<file path="config.mk">
export PLATFORM = sky130hd
export DESIGN_NAME = sound_sequencer_flat
export DESIGN_NICKNAME = d
export VERILOG_FILES = /design/src/rtl/sound_sequencer_pkg.sv /design/src/rtl/sound_sequencer_if.sv /design/src/rtl/sound_sequencer_melody_rom.sv /design/src/rtl/sound_sequencer.sv /design/src/flat_wrapper.sv
export SDC_FILE = /design/constraint.sdc
export NUM_CORES = 1
export LEC_CHECK = 0
export CAP_MARGIN = 20
export CORE_MARGIN = 5
export CORE_UTILIZATION = 30
export CTS_BUF_LIST = sky130_fd_sc_hd__clkbuf_16
export DETAILED_ROUTE_END_ITERATION = 12
export GPL_TIMING_DRIVEN = 0
export SYNTH_ARGS = -nofsm -noshare
export SYNTH_HDL_FRONTEND = slang
export SYNTH_SLANG_ARGS = --single-unit
</file>
<file path="constraint.sdc">
create_clock -name clk -period 1.99 [get_ports clk]
set_input_delay 0.398 -clock clk [delete_from_list [all_inputs] [get_ports clk]]
set_output_delay 0.398 -clock clk [all_outputs]
set_load 0.03 [all_outputs]
</file>
<file path="src/rtl/sound_sequencer_pkg.sv">
// Shared types, constants and melody contents for the sound sequencer.
// Contents: state enum, note constants (chromatic do..si, rest), note record,
// melody lookup function and the lowest-set-bit arbiter helper.
package sound_sequencer_pkg;

    localparam int unsigned NUM_REQ    = 3;
    localparam int unsigned NOTE_IDX_W = 3;
    localparam int unsigned DUR_W      = 8;
    localparam int unsigned GAP_TICKS  = 1;
    localparam int unsigned ID_W       = 2;
    localparam int unsigned TONE_W     = 4;

    typedef enum logic [1:0] {
        ST_IDLE,
        ST_LOAD,
        ST_PLAY,
        ST_GAP
    } state_t;

    typedef logic [TONE_W-1:0]     tone_t;
    typedef logic [ID_W-1:0]       melody_id_t;
    typedef logic [NOTE_IDX_W-1:0] note_idx_t;
    typedef logic [DUR_W-1:0]      dur_t;

    localparam tone_t NOTE_DO    = 4'd0;
    localparam tone_t NOTE_DOS   = 4'd1;
    localparam tone_t NOTE_RE    = 4'd2;
    localparam tone_t NOTE_RES   = 4'd3;
    localparam tone_t NOTE_MI    = 4'd4;
    localparam tone_t NOTE_FA    = 4'd5;
    localparam tone_t NOTE_FAS   = 4'd6;
    localparam tone_t NOTE_SOL   = 4'd7;
    localparam tone_t NOTE_SOLS  = 4'd8;
    localparam tone_t NOTE_LA    = 4'd9;
    localparam tone_t NOTE_LAS   = 4'd10;
    localparam tone_t NOTE_SI    = 4'd11;
    localparam tone_t NOTE_LIMIT = 4'd12;
    localparam tone_t NOTE_REST  = 4'hF;

    typedef struct packed {
        tone_t tone;
        dur_t  dur;
        logic  last;
    } note_t;

    function automatic note_t mk_note(input tone_t tone, input dur_t dur, input logic last);
        mk_note.tone = tone;
        mk_note.dur  = dur;
        mk_note.last = last;
    endfunction

    // Unused slots return a terminating rest so a bad index can never run away.
    function automatic note_t melody_lookup(input melody_id_t id, input note_idx_t idx);
        melody_lookup = mk_note(NOTE_REST, 8'd1, 1'b1);
        case (id)
            2'd0: begin
                case (idx)
                    3'd0:    melody_lookup = mk_note(NOTE_DO,  8'd4, 1'b0);
                    3'd1:    melody_lookup = mk_note(NOTE_MI,  8'd4, 1'b0);
                    3'd2:    melody_lookup = mk_note(NOTE_SOL, 8'd8, 1'b1);
                    default: ;
                endcase
            end
            2'd1: begin
                case (idx)
                    3'd0:    melody_lookup = mk_note(NOTE_LA, 8'd2, 1'b1);
                    default: ;
                endcase
            end
            2'd2: begin
                case (idx)
                    3'd0:    melody_lookup = mk_note(NOTE_SI,   8'd1, 1'b0);
                    3'd1:    melody_lookup = mk_note(NOTE_REST, 8'd1, 1'b0);
                    3'd2:    melody_lookup = mk_note(NOTE_SI,   8'd1, 1'b1);
                    default: ;
                endcase
            end
            default: ;
        endcase
    endfunction

    // Index of the lowest set bit (highest priority); 0 when none set.
    function automatic melody_id_t lowest_idx(input logic [NUM_REQ-1:0] v);
        lowest_idx = '0;
        for (int i = NUM_REQ - 1; i >= 0; i--) begin
            if (v[i]) lowest_idx = ID_W'(i);
        end
    endfunction

endpackage

</file>
<file path="src/rtl/sound_sequencer_if.sv">
// Game-logic <-> sound sequencer bus.
// master: game side (drives req, tick; observes tone, sound_en, busy, active_id, done)
// slave : sequencer side (the reverse).
interface sound_sequencer_if;
    import sound_sequencer_pkg::*;

    logic [NUM_REQ-1:0] req;
    logic               tick;
    tone_t              tone;
    logic               sound_en;
    logic               busy;
    melody_id_t         active_id;
    logic               done;

    modport master (output req, tick, input tone, sound_en, busy, active_id, done);
    modport slave  (input req, tick, output tone, sound_en, busy, active_id, done);
endinterface

</file>
<file path="src/rtl/sound_sequencer_melody_rom.sv">
// Combinational melody ROM: (melody id, note index) -> note record.
// Ports: id, idx in; entry_c out (combinational).
module melody_rom
    import sound_sequencer_pkg::*;
(
    input  melody_id_t id,
    input  note_idx_t  idx,
    output note_t      entry_c
);
    always_comb entry_c = melody_lookup(id, idx);
endmodule

</file>
<file path="src/rtl/sound_sequencer.sv">
// Sound-effect sequencer: fixed-priority arbitration of one-shot requests,
// note-by-note melody playback from the ROM, note/gap timing in external ticks.
// Ports: clk, reset (async, active-high); bus (slave): req, tick in;
// tone, sound_en, busy, active_id, done out (all registered).
// Optional: define SOUND_SEQ_QUEUE_EN to keep one pending flag per requester.
module sound_sequencer
    import sound_sequencer_pkg::*;
(
    input logic              clk,
    input logic              reset,
    sound_sequencer_if.slave bus
);

    state_t     state_q, state_d;
    note_idx_t  note_idx_q, note_idx_d;
    dur_t       cnt_q, cnt_d;
    melody_id_t id_q, id_d;
    tone_t      tone_q, tone_d;
    logic       last_q, last_d;
    logic       sound_en_q, sound_en_d;
    logic       busy_q, busy_d;
    logic       done_q, done_d;

    note_t      rom_entry;
    melody_id_t win_id;
    melody_id_t start_id;
    logic       accept;
    logic       start;
    logic       finish;
    logic       next_note;
`ifdef SOUND_SEQ_QUEUE_EN
    logic [NUM_REQ-1:0] pend_q, pend_d;
    logic [NUM_REQ-1:0] win_mask;
`endif

    melody_rom u_rom (
        .id      (id_q),
        .idx     (note_idx_q),
        .entry_c (rom_entry)
    );

    // Next-state and next-output logic.
    always_comb begin
        state_d    = state_q;
        note_idx_d = note_idx_q;
        cnt_d      = cnt_q;
        id_d       = id_q;
        tone_d     = tone_q;
        last_d     = last_q;
        sound_en_d = 1'b0;
        busy_d     = 1'b0;
        done_d     = 1'b0;
        finish     = 1'b0;
        next_note  = 1'b0;
        win_id     = lowest_idx(bus.req);
        // Starting from idle, or a strictly higher-priority requester preempts.
        accept     = (|bus.req) && ((state_q == ST_IDLE) || (win_id < id_q));
        start      = accept;
        start_id   = win_id;
`ifdef SOUND_SEQ_QUEUE_EN
        pend_d     = pend_q;
        win_mask   = accept ? (NUM_REQ'(1) << win_id) : '0;
`endif

        case (state_q)
            ST_LOAD: begin
                tone_d  = rom_entry.tone;
                last_d  = rom_entry.last;
                cnt_d   = (rom_entry.dur == '0) ? DUR_W'(1) : rom_entry.dur;
                state_d = ST_PLAY;
            end
            ST_PLAY: begin
                if (bus.tick) begin
                    if (cnt_q == DUR_W'(1)) begin
                        if (GAP_TICKS != 0) begin
                            state_d = ST_GAP;
                            cnt_d   = DUR_W'(GAP_TICKS);
                        end else if (last_q) begin
                            finish = 1'b1;
                        end else begin
                            next_note = 1'b1;
                        end
                    end else begin
                        cnt_d = cnt_q - DUR_W'(1);
                    end
                end
            end
            ST_GAP: begin
                if (bus.tick) begin
                    if (cnt_q == DUR_W'(1)) begin
                        if (last_q) finish = 1'b1;
                        else        next_note = 1'b1;
                    end else begin
                        cnt_d = cnt_q - DUR_W'(1);
                    end
                end
            end
            default: ;
        endcase

        if (finish) begin
            state_d = ST_IDLE;
            done_d  = 1'b1;
        end
        if (next_note) begin
            state_d    = ST_LOAD;
            note_idx_d = note_idx_q + NOTE_IDX_W'(1);
        end

`ifdef SOUND_SEQ_QUEUE_EN
        // Requests not taken while busy are remembered; completion pops the lowest.
        if (state_q != ST_IDLE) pend_d = pend_q | (bus.req & ~win_mask);
        if (!accept && finish && (pend_d != '0)) begin
            start    = 1'b1;
            start_id = lowest_idx(pend_d);
            pend_d   = pend_d & ~(NUM_REQ'(1) << lowest_idx(pend_d));
        end
`endif

        // A started melody overrides any tick processing this cycle; done is kept.
        if (start) begin
            state_d    = ST_LOAD;
            note_idx_d = '0;
            id_d       = start_id;
            cnt_d      = cnt_q;
            tone_d     = tone_q;
            last_d     = last_q;
        end

        busy_d     = (state_d != ST_IDLE);
        sound_en_d = (state_d == ST_PLAY) && (tone_d < NOTE_LIMIT);
    end

    // State and output registers.
    always_ff @(posedge clk or posedge reset) begin
        if (reset) begin
            state_q    <= ST_IDLE;
            note_idx_q <= '0;
            cnt_q      <= '0;
            id_q       <= '0;
            tone_q     <= '0;
            last_q     <= 1'b0;
            sound_en_q <= 1'b0;
            busy_q     <= 1'b0;
            done_q     <= 1'b0;
`ifdef SOUND_SEQ_QUEUE_EN
            pend_q     <= '0;
`endif
        end else begin
            state_q    <= state_d;
            note_idx_q <= note_idx_d;
            cnt_q      <= cnt_d;
            id_q       <= id_d;
            tone_q     <= tone_d;
            last_q     <= last_d;
            sound_en_q <= sound_en_d;
            busy_q     <= busy_d;
            done_q     <= done_d;
`ifdef SOUND_SEQ_QUEUE_EN
            pend_q     <= pend_d;
`endif
        end
    end

    assign bus.tone      = tone_q;
    assign bus.sound_en  = sound_en_q;
    assign bus.busy      = busy_q;
    assign bus.active_id = id_q;
    assign bus.done      = done_q;

endmodule

</file>
<file path="src/flat_wrapper.sv">
// flat-port wrapper written by rule: the top's interface ports become plain ports
module sound_sequencer_flat import sound_sequencer_pkg::*;
  (clk, reset, bus_req, bus_tick, bus_tone, bus_sound_en, bus_busy, bus_active_id, bus_done);
  sound_sequencer_if bus_i ();
  input logic clk;
  input logic reset;
  input wire logic [$bits(bus_i.req)-1:0] bus_req;
  input wire logic [$bits(bus_i.tick)-1:0] bus_tick;
  output wire logic [$bits(bus_i.tone)-1:0] bus_tone;
  output wire logic [$bits(bus_i.sound_en)-1:0] bus_sound_en;
  output wire logic [$bits(bus_i.busy)-1:0] bus_busy;
  output wire logic [$bits(bus_i.active_id)-1:0] bus_active_id;
  output wire logic [$bits(bus_i.done)-1:0] bus_done;
  assign bus_i.req = bus_req;
  assign bus_i.tick = bus_tick;
  assign bus_tone = bus_i.tone;
  assign bus_sound_en = bus_i.sound_en;
  assign bus_busy = bus_i.busy;
  assign bus_active_id = bus_i.active_id;
  assign bus_done = bus_i.done;
  sound_sequencer u_core (.clk(clk), .reset(reset), .bus(bus_i));
endmodule
</file>
==> impl_metrics.env <==
export IMPL_status="finished, final reports clean"
export IMPL_antenna_found_initial=0
export IMPL_dp_cells=244
export IMPL_drt_pre_antenna_iters=4
export IMPL_fillCellCount=491
export IMPL_ctsRootBufferMaster="clkbuf_16"
export IMPL_yosys_area_top_type="dfrtp_1"
export IMPL_p_clk_frac=0.118
export IMPL_wl_per_cell_um=14.9
export IMPL_crit_family="compound AO/OA/AOI/OAI gates"
export IMPL_drc=0
export IMPL_grt_pass1_vias=1361
export IMPL_io_pins=15
export IMPL_n_antenna_cell=0
export IMPL_finalNonFillerCells=256
export IMPL_synth_yosys_warnings=0
export IMPL_h_tree_depth=1
export IMPL_drive_gt1_frac=0.274
export IMPL_irDropWorstVdd_v=0.000663
export IMPL_die_w_um=83.4
export IMPL_synthDominantCellAreaShare=0.356
export IMPL_grt_usage=0.111
export IMPL_syn_cell_area_um2=1620
export IMPL_synth_async_reset_ratio=1.00
export IMPL_ys_ff_latch=23
export IMPL_rows=26
export IMPL_p_leak_nw=0.867
export IMPL_die_area_um2=6960
export IMPL_total_power_mw=3.78
export IMPL_synth_sequential_area_ratio=0.356
export IMPL_avgSynthCellArea_um2=10.1
export IMPL_gr_total_overflow=0
export IMPL_slew_violations=0
export IMPL_clock_sinks=23
export IMPL_p_seq_frac=0.238
export IMPL_synth_fp_nets=182
export IMPL_worst_slew_pin_slew_ns=0.995
export IMPL_detail_route_iter0_violations=79
export IMPL_path_buf_inv=0
export IMPL_fin_crit_ns=1.94
export IMPL_coreArea_um2=5170
export IMPL_swShare=0.448
export IMPL_critPathKind="register to register"
export IMPL_wirelength_um=3810
export IMPL_syn2layout_area_growth_pct=31.7
export IMPL_start_util=0.313
export IMPL_relSlewSlack=0.331
export IMPL_num_nets_final=209
export IMPL_setup_violations=0
export IMPL_tns_ns=0
export IMPL_drtAntennaViolNets=0
export IMPL_report_final_hold_viol_count=0
export IMPL_io_buffers=14
export IMPL_p_int_mw=2.09
export IMPL_grt_max_degree=24
export IMPL_seqCellArea_um2=583
export IMPL_critical_path_startpoint_type="register"
export IMPL_path_clk_slew_ns=0.07
export IMPL_post_place_ws_ns=-0.753
export IMPL_maxCapViolations=0
export IMPL_fmax_mhz=515
export IMPL_numCtsBuffers=3
export IMPL_synth_cells=160
export IMPL_crit_slowest_cell="dfrtp_2"
export IMPL_multi_input_area_um2=1120
export IMPL_ctsHoldBuffers=0
export IMPL_post_dp_hpwl_um=2620
export IMPL_fin_crit_sh=0.976
export IMPL_synth_distinct_cells=45
export IMPL_combPwrFrac=0.644
export IMPL_power_per_cell_area_nw_per_um2=1780
export IMPL_end_kind="register"
export IMPL_cts_tree="done"
export IMPL_vias_per_cell=5.23
export IMPL_finalWeightedCongestion=0.773
export IMPL_hp_class="input pin to asynchronous set/reset pin"
export IMPL_grt_pass1_wl_um=6400
export IMPL_path_max_fanout=7
export IMPL_critPathRequiredTime_ns=2.13
export IMPL_clockBufferDepth=2
export IMPL_netSwitchingPower_mw=1.70
export IMPL_finalWorstSetupSlack_ns=0.0484
export IMPL_fp_dieH_um=83.4
export IMPL_synth_area_top_cells="dfrtp_1 (36%), ha_1 (12%), mux2_2 (4.2%)"
export IMPL_synth_ff_type="dfrtp_1"
export IMPL_synth_edf_count=0
export IMPL_clock_latency_ns=0.26
export IMPL_slowest_delay_ns=0.45
export IMPL_vias=1339
export IMPL_fin_worst_skew_ns=0.00592
export IMPL_crit_chain="ha_4 > o21ba_2 > a311oi_4 > a21boi_4 > mux2_2"
export IMPL_worst_endpoint_arrival_ns=2.08
sequential cells by signal, indices dropped and copies added, names as in the netlist:
register              cells
u_core.cnt_q              8
u_core.bus.tone           4
u_core.note_idx_q         3
u_core.bus.active_id      2
u_core.state_q            2
u_core.bus.busy           1
u_core.bus.done           1
u_core.bus.sound_en       1
u_core.last_q             1
cell type report:
cell class	instances	area share
multi-input combinational	124	0.526
sequential	23	0.274
timing repair buffer	22	0.0986
tap	70	0.0411
clock buffer	3	0.0352
inverter	13	0.0229
clock inverter	1	0.00235
kinds of logic (layout without fill, tap and decap cells):
kind of cell	Yosys count	in the layout	share of synthesized area
xor+xnor	2	2	0.0108
fa+ha+maj	16	16	0.124
mux	9	9	0.0603
flops	23	23	0.356
simple gates	53	53	0.203
compound gates	44	44	0.216
buf+inv	13	39	0.0302
cells in the mapped netlist, drive strengths merged (2+ instances only):
cell type,count
ha,16
a311oi,3
nor2b,2
nand2b,6
a21o,2
mux2i,3
or3,2
xnor2,2
nor2,12
or4,3
mux2,6
o211ai,2
nor3b,2
o2bb2ai,2
a211oi,2
a21oi,5
o221ai,6
nor3,6
a32o,2
nand2,7
a22o,2
inv,13
nand3,2
a31oi,2
nor4,6
o21ai,8
dfrtp,23
placed cells by master, fill, tap and decap left out, types with 2 or more instances in the layout:
| cell type | instances |
|---|---|
| mux2_2 | 5 |
| ha_4 | 4 |
| buf_4 | 7 |
| o211ai_1 | 2 |
| a22o_1 | 2 |
| nor3b_4 | 2 |
| dfrtp_2 | 6 |
| nand2_1 | 7 |
| a211oi_1 | 2 |
| o21ai_0 | 8 |
| nor4_4 | 2 |
| clkdlybuf4s50_1 | 11 |
| or4_4 | 2 |
| dfrtp_1 | 17 |
| ha_1 | 12 |
| mux2i_1 | 3 |
| nor3_1 | 6 |
| nand3_1 | 2 |
| inv_1 | 11 |
| inv_2 | 2 |
| clkbuf_2 | 2 |
| or3_1 | 2 |
| nor4_1 | 3 |
| a21oi_1 | 3 |
| xnor2_1 | 2 |
| nor2_1 | 12 |
| nand2b_1 | 6 |
| clkbuf_16 | 3 |
| o221ai_1 | 6 |
| a31oi_1 | 2 |
| a311oi_1 | 2 |
| a32o_1 | 2 |
| o2bb2ai_1 | 2 |
stage by stage:
stage	utilization	cell area, um2	hold slack (ns)
4_1_cts	0.391	2020	0.514
6_report	0.412	2130	0.494
2_1_floorplan	-	1630	0.400
3_5_place_dp	0.359	1860	0.499
5_1_grt	0.412	2130	0.514
3_3_place_gp	0.359	1860	0.493
worst paths after layout:
path                               startpoint                 endpoint  slack (ns)  cells after the start
max reg2reg                 u_core.state_q[1]          u_core.cnt_q[0]        0.05                      5
min                                     reset  u_core.bus.active_id[0]        0.49                      3
max in group asynchronous               reset          u_core.cnt_q[3]        1.33                      3
min in group clk           u_core.bus.tone[0]       u_core.bus.tone[0]        0.51                      1
min reg2reg                u_core.bus.tone[0]       u_core.bus.tone[0]        0.51                      1
max                         u_core.state_q[1]          u_core.cnt_q[0]        0.05                      5
power by group through the flow:
stage               clock network [mW]  registers [mW]  logic, mW
detailed placement                   0           0.870       2.05
floorplan                            0           0.954       1.46
CTS                              0.460           0.865       2.24
global route                     0.478           0.927       2.64
finish                           0.445           0.901       2.44
global placement                     0           0.868       2.05
worst reg2reg max path, stage by stage (launching register included):
cell	delay (ns)
dfrtp_2	0.45
ha_4	0.21
o21ba_2	0.23
a311oi_4	0.29
a21boi_4	0.29
mux2_2	0.35
what timing repair did:
item                       in CTS  in global routing
pin swaps                       4                  7
gates resized for setup        14                 23
setup endpoints to repair      22                 15
setup buffers                   5                  2
metal layers:
layer	GRT usage	share of wire	wire length, um	up-vias
met5	0	0	0	-
met4	0.0351	0.014	55	0
met3	0.0248	0.023	88	6
met2	0.181	0.47	1780	16
met1	0.145	0.50	1890	657
li1	-	-	-	660
Note: power is estimated with default switching activity, not from simulation.
